--- src/rtl/cache_types_pkg.sv ---
// ============================================================================
// cache_types : shared instruction-cache types (state enum, line geometry)
// rev 1.0
// ============================================================================
`default_nettype none

package rv32i_types;
   typedef logic [31:0] rv32i_word;
endpackage : rv32i_types

package cache_types;
   typedef rv32i_types::rv32i_word rv32i_word;

   typedef enum logic [1:0] {
      IDLE   = 2'd0,
      LOOKUP = 2'd1,
      FETCH  = 2'd2
   } icache_state_t;

   localparam int ICACHE_LINE_BYTES = 32;
   localparam int ICACHE_BEATS      = 4;
   localparam int ICACHE_OFFSET_W   = 5;
endpackage : cache_types

`default_nettype wire

--- src/rtl/icache_array.sv ---
// ============================================================================
// icache_array : valid/tag/data storage, async read port, sync write + clear
// rev 1.0
// ============================================================================
`default_nettype none

module icache_array
   import cache_types::*;
#(
   parameter int NUM_SETS = 16,
   parameter int IDX_W    = $clog2(NUM_SETS),
   parameter int TAG_W    = 27 - IDX_W
) (
   input  logic                           clk,
   input  logic                           clr_i,
   input  logic [IDX_W-1:0]               rd_idx_i,
   output logic                           rd_valid_o,
   output logic [TAG_W-1:0]               rd_tag_o,
   output logic [ICACHE_LINE_BYTES*8-1:0] rd_line_o,
   input  logic                           we_i,
   input  logic [IDX_W-1:0]               wr_idx_i,
   input  logic [TAG_W-1:0]               wr_tag_i,
   input  logic [ICACHE_LINE_BYTES*8-1:0] wr_line_i
);

   logic [NUM_SETS-1:0]            valid_q;
   logic [TAG_W-1:0]               tag_q  [NUM_SETS];
   logic [ICACHE_LINE_BYTES*8-1:0] data_q [NUM_SETS];

   assign rd_valid_o = valid_q[rd_idx_i];
   assign rd_tag_o   = tag_q[rd_idx_i];
   assign rd_line_o  = data_q[rd_idx_i];

   // Only the valid bits are cleared; stale tag/data behind a clear bit is harmless.
   always_ff @(posedge clk) begin
      if (clr_i) begin
         valid_q <= '0;
      end else if (we_i) begin
         valid_q[wr_idx_i] <= 1'b1;
      end
   end

   always_ff @(posedge clk) begin
      if (we_i) begin
         tag_q[wr_idx_i]  <= wr_tag_i;
         data_q[wr_idx_i] <= wr_line_i;
      end
   end

endmodule : icache_array

`default_nettype wire

--- src/rtl/icache_direct.sv ---
// ============================================================================
// icache_direct : direct-mapped read-only I-cache, 32B lines, 4x64b burst fill.
// Optional hit/miss counters under ICACHE_PERF_EN.                    rev 1.0
// ============================================================================
`default_nettype none

module icache_direct
   import cache_types::*;
#(
   parameter int NUM_SETS = 16
) (
   input  logic        clk,
   input  logic        rst,
   input  logic        inst_read,
   input  rv32i_word   inst_addr,
   output logic        inst_resp,
   output rv32i_word   inst_rdata,
   output logic        pmem_read,
   output rv32i_word   pmem_address,
   input  logic [63:0] pmem_rdata,
   input  logic        pmem_resp
`ifdef ICACHE_PERF_EN
   ,
   output logic [31:0] hit_count,
   output logic [31:0] miss_count
`endif
);

   localparam int IDX_W  = $clog2(NUM_SETS);
   localparam int TAG_W  = 27 - IDX_W;
   localparam int LINE_W = ICACHE_LINE_BYTES * 8;
   localparam int BEAT_W = $clog2(ICACHE_BEATS);

   icache_state_t     state_q, state_d;
   logic [31:2]       addr_q, addr_d;
   logic [BEAT_W-1:0] beat_q, beat_d;
   logic [63:0]       lbuf_q [ICACHE_BEATS-1];
   logic [63:0]       lbuf_d [ICACHE_BEATS-1];

   logic              fill_we;
   logic              hit;
   logic              arr_valid;
   logic [TAG_W-1:0]  arr_tag;
   logic [LINE_W-1:0] arr_line;
   logic [LINE_W-1:0] fill_line;
   logic [IDX_W-1:0]  idx;
   logic [TAG_W-1:0]  tag;
   logic              unused_addr_lsb;

   assign unused_addr_lsb = ^inst_addr[1:0];
   assign idx       = addr_q[ICACHE_OFFSET_W +: IDX_W];
   assign tag       = addr_q[31 -: TAG_W];
   assign hit       = arr_valid && (arr_tag == tag);
   // The final beat goes straight into the array alongside the three buffered ones.
   assign fill_line = {pmem_rdata, lbuf_q[2], lbuf_q[1], lbuf_q[0]};

   icache_array #(
      .NUM_SETS (NUM_SETS)
   ) u_array (
      .clk        (clk),
      .clr_i      (~rst),
      .rd_idx_i   (idx),
      .rd_valid_o (arr_valid),
      .rd_tag_o   (arr_tag),
      .rd_line_o  (arr_line),
      .we_i       (fill_we),
      .wr_idx_i   (idx),
      .wr_tag_i   (tag),
      .wr_line_i  (fill_line)
   );

   always_comb begin
      state_d      = state_q;
      addr_d       = addr_q;
      beat_d       = beat_q;
      lbuf_d       = lbuf_q;
      fill_we      = 1'b0;
      inst_resp    = 1'b0;
      inst_rdata   = '0;
      pmem_read    = 1'b0;
      pmem_address = '0;
      case (state_q)
         IDLE: begin
            if (inst_read) begin
               addr_d  = inst_addr[31:2];
               state_d = LOOKUP;
            end
         end
         LOOKUP: begin
            if (hit) begin
               inst_resp  = 1'b1;
               inst_rdata = arr_line[{addr_q[4:2], 5'b0} +: 32];
               state_d    = IDLE;
            end else begin
               beat_d  = '0;
               state_d = FETCH;
            end
         end
         FETCH: begin
            pmem_read    = 1'b1;
            pmem_address = {addr_q[31:ICACHE_OFFSET_W], {ICACHE_OFFSET_W{1'b0}}};
            if (pmem_resp) begin
               beat_d = beat_q + 1'b1;
               if (beat_q == BEAT_W'(ICACHE_BEATS - 1)) begin
                  fill_we = 1'b1;
                  state_d = LOOKUP;
               end else begin
                  lbuf_d[beat_q] = pmem_rdata;
               end
            end
         end
         default: state_d = IDLE;
      endcase
   end

   always_ff @(posedge clk) begin
      if (!rst) begin
         state_q <= IDLE;
         addr_q  <= '0;
         beat_q  <= '0;
      end else begin
         state_q <= state_d;
         addr_q  <= addr_d;
         beat_q  <= beat_d;
      end
      lbuf_q <= lbuf_d;
   end

`ifdef ICACHE_PERF_EN
   logic        filled_q;
   logic [31:0] hit_q;
   logic [31:0] miss_q;

   // filled_q marks the re-lookup after a fill so it is not counted as a hit.
   always_ff @(posedge clk) begin
      if (!rst) begin
         filled_q <= 1'b0;
         hit_q    <= '0;
         miss_q   <= '0;
      end else begin
         if (state_q == IDLE && inst_read) begin
            filled_q <= 1'b0;
         end else if (fill_we) begin
            filled_q <= 1'b1;
         end
         if (state_q == LOOKUP && hit && !filled_q && hit_q != '1) begin
            hit_q <= hit_q + 32'd1;
         end
         if (state_q == LOOKUP && !hit && miss_q != '1) begin
            miss_q <= miss_q + 32'd1;
         end
      end
   end

   assign hit_count  = hit_q;
   assign miss_count = miss_q;
`endif

endmodule : icache_direct

`default_nettype wire

--- config.mk ---
export PLATFORM = sky130hd
export DESIGN_NAME = icache_direct
export DESIGN_NICKNAME = d
export VERILOG_FILES = /design/src/rtl/cache_types_pkg.sv /design/src/rtl/icache_array.sv /design/src/rtl/icache_direct.sv
export SDC_FILE = /design/constraint.sdc
export NUM_CORES = 2
export LEC_CHECK = 0
export BUFFER_PORTS_ARGS = -buffer_cell sky130_fd_sc_hd__buf_2
export CORE_UTILIZATION = 50
export CTS_BUF_LIST = sky130_fd_sc_hd__clkbuf_8
export DETAILED_ROUTE_END_ITERATION = 10
export GPL_TIMING_DRIVEN = 0
export HOLD_SLACK_MARGIN = 0.02
export PLACE_DENSITY_LB_ADDON = 0.05
export SLEW_MARGIN = 20
export SYNTH_ARGS = -nofsm -noshare
export SYNTH_HDL_FRONTEND = slang
export SYNTH_MEMORY_MAX_BITS = 65536
export SYNTH_SLANG_ARGS = --single-unit
--- constraint.sdc ---
create_clock -name clk -period 86.6 [get_ports clk]
set_clock_uncertainty 0.1 [all_clocks]
set_input_delay 25.98 -clock clk [delete_from_list [all_inputs] [get_ports clk]]
set_output_delay 25.98 -clock clk [all_outputs]
set_load 0.02 [all_outputs]
==> summary.txt <==
Setup path
  • Max incr delay on CP: 0.85 ns
  • Data required time of the critical path: 60.52 ns
  • Highest fanout seen on the critical path: 10
  • Cell family contributing the most delay on the critical path: buffers and inverters
  • Setup CP Type: reg -> out
  • Arrival time at the worst endpoint: 6.72 ns
  • Startpoint class of the critical path: flip-flop
  • FF-to-FF End: state_q[1]$_SDFFE_PN0P_
  • CP Cell Sequence: buf_4 > buf_4 > buf_4 > buf_2 > clkbuf_1 > mux4_2 > mux4_2 > mux4_2 > mux2i_1 > nor4_2 > buf_2
  • Critical path's slowest cell: sky130_fd_sc_hd__clkbuf_1
  • Number of cells traversed by the worst register-to-register path: 13
  • Endpoint type of the worst setup path: output port
  • Reg-to-reg slack, setup: 81.58 ns
  • Worst Path Buf+Inv: 6

Placed design
  • Post-detailed-placement half-perimeter wirelength: 374000 um
  • Dpl cells: 12400
  • Final weighted congestion in routability-driven placement: 0.796
  • Number of buffers added on ports: 157

Clock network
  • CTS Root Buffer Type: sky130_fd_sc_hd__clkbuf_8
  • Clock-pin slew of the registers on the worst-case setup and hold paths: 0.06 ns
  • Clock sinks: 4710
  • TritonCTS Buffers: 752
  • Post-cts resize count: 0
  • Maximum level of the CTS H-tree: 6
  • Clock Path Buffers: 4
  • Clock tree from TritonCTS: yes
  • Number of hold buffers added after cts: 0
  • Clock latency at the later pin of the worst-skew pair: 1.23 ns
  • Setup bufs post-CTS: 0

Cells and area
  • Fill cell instance count of the final layout: 25400
  • Fin util: 0.585
  • Fraction of layout instances using a drive strength above 1: 0.367
  • Area taken by multi-input logic gates: 0.0358 sq mm
  • Sequential cell area in the final layout: 0.141 sq mm
  • Finished Layout Cells: 13800
  • Post-layout net count: 8557
  • P&R area growth vs syn: 16.1%

Timing
  • RSZ-0062 raised after global routing: false
  • Min Tclk post-route: 32.80 ns
  • Transition time of the tightest slew-check pin: 1.18 ns
  • Max transition margin: 0.210
  • Final setup fails: 0
  • Final max-slew violation count: 0
  • Crit share post-route: 0.379
  • Upper clock frequency limit: 0.0305 GHz
  • Final count of hold timing violations: 0
  • Final-layout setup total negative slack: 0 ns

Run
  • Max-cap violation count: 0

Global route
  • Initial antenna violation count: 85
  • Largest net degree at the start of global routing: 25
  • Vias in the first global route: 87500
  • Total routing resource utilization after global routing: 0.304
  • Global-route wire length before repair: 732000 um
  • Total global routing overflow: 0

Floorplan
  • Cell Rows: 218
  • Full die area: 0.359 sq mm
  • Core area: 0.354 sq mm
  • Width of the die: 599 um
  • Count of pins on the block boundary: 166
  • Die boundary height: 599 um
  • Effective utilization at floorplan: 0.504

Yosys
  • Most common flop cell mapped by yosys: sky130_fd_sc_hd__edfxtp_1
  • Share of Yosys cell area claimed by the top area cell type: 0.784
  • Number of enable flip-flop cells after synthesis: 4656
  • Share of the synthesized area in compound gates (AO/OA/AOI/OAI): 0.00425
  • Simple-gate share of the synthesized area: 0.00893
  • Mapped Area: 0.178 sq mm
  • Post-synthesis sequential area ratio: 0.790
  • Count of cell types in the netlist: 64
  • Syn. warnings: 0
  • Leading cell types by total area after synthesis: sky130_fd_sc_hd__edfxtp_1 (78%), sky130_fd_sc_hd__mux4_2 (18%), sky130_fd_sc_hd__dfxtp_1 (0.61%), sky130_fd_sc_hd__mux2i_1 (0.41%), sky130_fd_sc_hd__buf_2 (0.36%)
  • Xor-xnor portion of the synthesized cell area: 0.00118
  • Main combinational cell family by area after synthesis: multiplexers
  • Mean instance size in the synthesized netlist: 25.5 sq um
  • Synthesized netlist cell count: 7003
  • Post-synthesis register bit count: 4710
  • Post-synthesis mux area share: 0.186
  • Share of flip-flops with an asynchronous set or reset after synthesis: 0
  • Cell type with the highest aggregate area in the netlist: sky130_fd_sc_hd__edfxtp_1
  • Adder-cell share of the synthesized area: 0.000281

Detailed routing
  • Routed wire length: 544000 um
  • Drc violations: 0
  • Drt via density: 6.40
  • Count of nets left with antenna violations after detail routing: 0
  • Overall via count from detail_route: 88500
  • DRT Pass-1 Iters: 8
  • Number of DRC violations after detailed-routing iteration 0: 12500
  • Routed length per instance: 39.3 um

Min path
  • End point of the most critical hold path: u_array.valid_q[6]$_SDFFE_PN0P_
  • Path category of the worst min-delay check: reg -> reg
  • Worst hold path depth: 1
  • Hold Path Origin: u_array.valid_q[6]$_SDFFE_PN0P_

Power and ir drop
  • Part of the total power dissipated in the clock network: 0.376
  • Share of total power in combinational logic: 0.076
  • Total power per unit cell area: 22.1 mW/mm^2
  • Largest voltage drop on the vdd net: 0.0000168 V
  • Internal power component: 0.00347 W
  • Overall Power: 0.00457 W
  • Net switching fraction of the power: 0.242
  • Share of total power in sequential cells: 0.549
  • Power dissipated by switching net loads: 0.00110 W
  • Static leakage power: 65.4 nW

Outcome
  • Status: completed
-- metrics by stage --
stage	worst slack (ns)	hold slack [ns]	area, sq um
final	53.80	0.369	207000
after global routing	53.77	0.389	207000
after floorplan	39.96	0.335	178000
after CTS	53.65	0.370	207000
after detailed placement	55.01	0.352	194000
after global placement	9.10	0.342	185000
-- cells in the mapped netlist (all sizes together), types with 14 or more instances --
| master | count |
|---|---|
| clkbuf | 163 |
| mux2i | 73 |
| nand2 | 91 |
| a21boi | 30 |
| nor2 | 28 |
| dfxtp | 54 |
| nor3 | 14 |
| edfxtp | 4656 |
| o21a | 17 |
| buf | 210 |
| nor4 | 34 |
| and2 | 30 |
| mux4 | 1430 |
| xnor2 | 15 |
-- worst max-delay path by stage --
stage | slack [ns] | depth (start not counted) | to | startpoint
detailed placement | 55.01 | 11 | inst_rdata[12] | flip-flop
global route | 53.77 | 13 | inst_rdata[31] | flip-flop
global placement | 9.10 | 4 | u_array.data_q[0][10]$_DFFE_PP_ | pmem_resp
floorplan | 39.96 | 3 | u_array.data_q[0][0]$_DFFE_PP_ | pmem_resp
finish | 53.80 | 11 | inst_rdata[12] | flip-flop
CTS | 53.65 | 11 | inst_rdata[12] | flip-flop
-- worst reg2reg max path, stage by stage (launching register included) --
cell and delay, ns:
sky130_fd_sc_hd__dfxtp_1 0.30, sky130_fd_sc_hd__buf_4 0.17, sky130_fd_sc_hd__buf_6 0.21, sky130_fd_sc_hd__buf_6 0.26, sky130_fd_sc_hd__buf_2 0.76, sky130_fd_sc_hd__buf_2 0.67
sky130_fd_sc_hd__mux4_2 0.41, sky130_fd_sc_hd__mux2i_1 0.18, sky130_fd_sc_hd__mux2i_1 0.29, sky130_fd_sc_hd__nand4_1 0.12, sky130_fd_sc_hd__nor3_1 0.17, sky130_fd_sc_hd__nand4_1 0.53
sky130_fd_sc_hd__buf_6 0.39, sky130_fd_sc_hd__a311o_1 0.36
-- area by class of cell --
type | count | share of cell area
clock buffers | 767 | 0.0510
plain buffers | 373 | 0.00885
repair buffers | 692 | 0.0441
clock inverters | 585 | 0.0131
diodes | 40 | 0.000484
multi-input cells | 1915 | 0.173
well taps | 4730 | 0.0286
inverters | 9 | 0.000163
flip-flops and latches | 4710 | 0.681
-- cell usage in the layout (no fill, tap or decap), drive strengths merged, types with 5 or more instances in the layout --
cell / synthesis / final
nand3: 6 / 6
buf: 210 / 902
diode: 0 / 40
nor2: 28 / 28
xnor2: 15 / 15
clkinvlp: 0 / 15
a22oi: 7 / 7
nand3b: 5 / 5
nand4: 5 / 5
nand2: 91 / 91
inv: 8 / 325
a21boi: 30 / 30
edfxtp: 4656 / 4656
nor3b: 5 / 5
nor3: 14 / 14
mux2: 13 / 13
nand2b: 12 / 12
a21oi: 8 / 8
mux2i: 73 / 73
bufinv: 0 / 5
a31oi: 6 / 6
and2: 30 / 30
clkinv: 1 / 249
mux4: 1430 / 1430
o21a: 17 / 17
xor2: 9 / 9
conb: 1 / 5
o21ai: 5 / 5
dfxtp: 54 / 54
nor4b: 6 / 6
clkbuf: 163 / 930
nor4: 34 / 34
nor2b: 12 / 12
-- power groups by stage --
| stage | clock (W) | combinational (W) | sequential, W |
|---|---|---|---|
| 3_3_place_gp | 0 | 0.000340 | 0.00255 |
| 5_1_grt | 0.00183 | 0.000354 | 0.00251 |
| 3_5_place_dp | 0 | 0.000346 | 0.00255 |
| 2_1_floorplan | 0 | 0.000184 | 0.00255 |
| 6_report | 0.00172 | 0.000346 | 0.00251 |
| 4_1_cts | 0.00174 | 0.000348 | 0.00251 |
-- sequential cells by signal, summed over array words and instances, names as in the netlist, named ones only --
| signal | count |
|---|---|
| addr_q | 30 |
| fill_line | 192 |
| u_array.tag_q | 368 |
| state_q | 2 |
| u_array.data_q | 4096 |
| beat_q | 2 |
| u_array.valid_q | 16 |
-- routing by layer --
| layer | GRT usage | vias to the layer above | part of all wire |
|---|---|---|---|
| li1 | - | 33700 | - |
| met1 | 0.431 | 48900 | 0.39 |
| met2 | 0.484 | 5046 | 0.48 |
| met3 | 0.0576 | 842 | 0.093 |
| met4 | 0.0963 | 20 | 0.033 |
| met5 | 0 | - | 0.00022 |
-- logic make-up (layout without fill, tap and decap cells) --
family	after synthesis	count (layout)
adders and majority gates	4	4
buffers and inverters	382	2426
and+or+nand+nor	263	263
other	1	45
muxes	1516	1516
DFF	4710	4710
AOI/OAI and AO/OA	103	103
xor gates and xnor gates	24	24
Note: power is estimated with default switching activity, not from simulation.
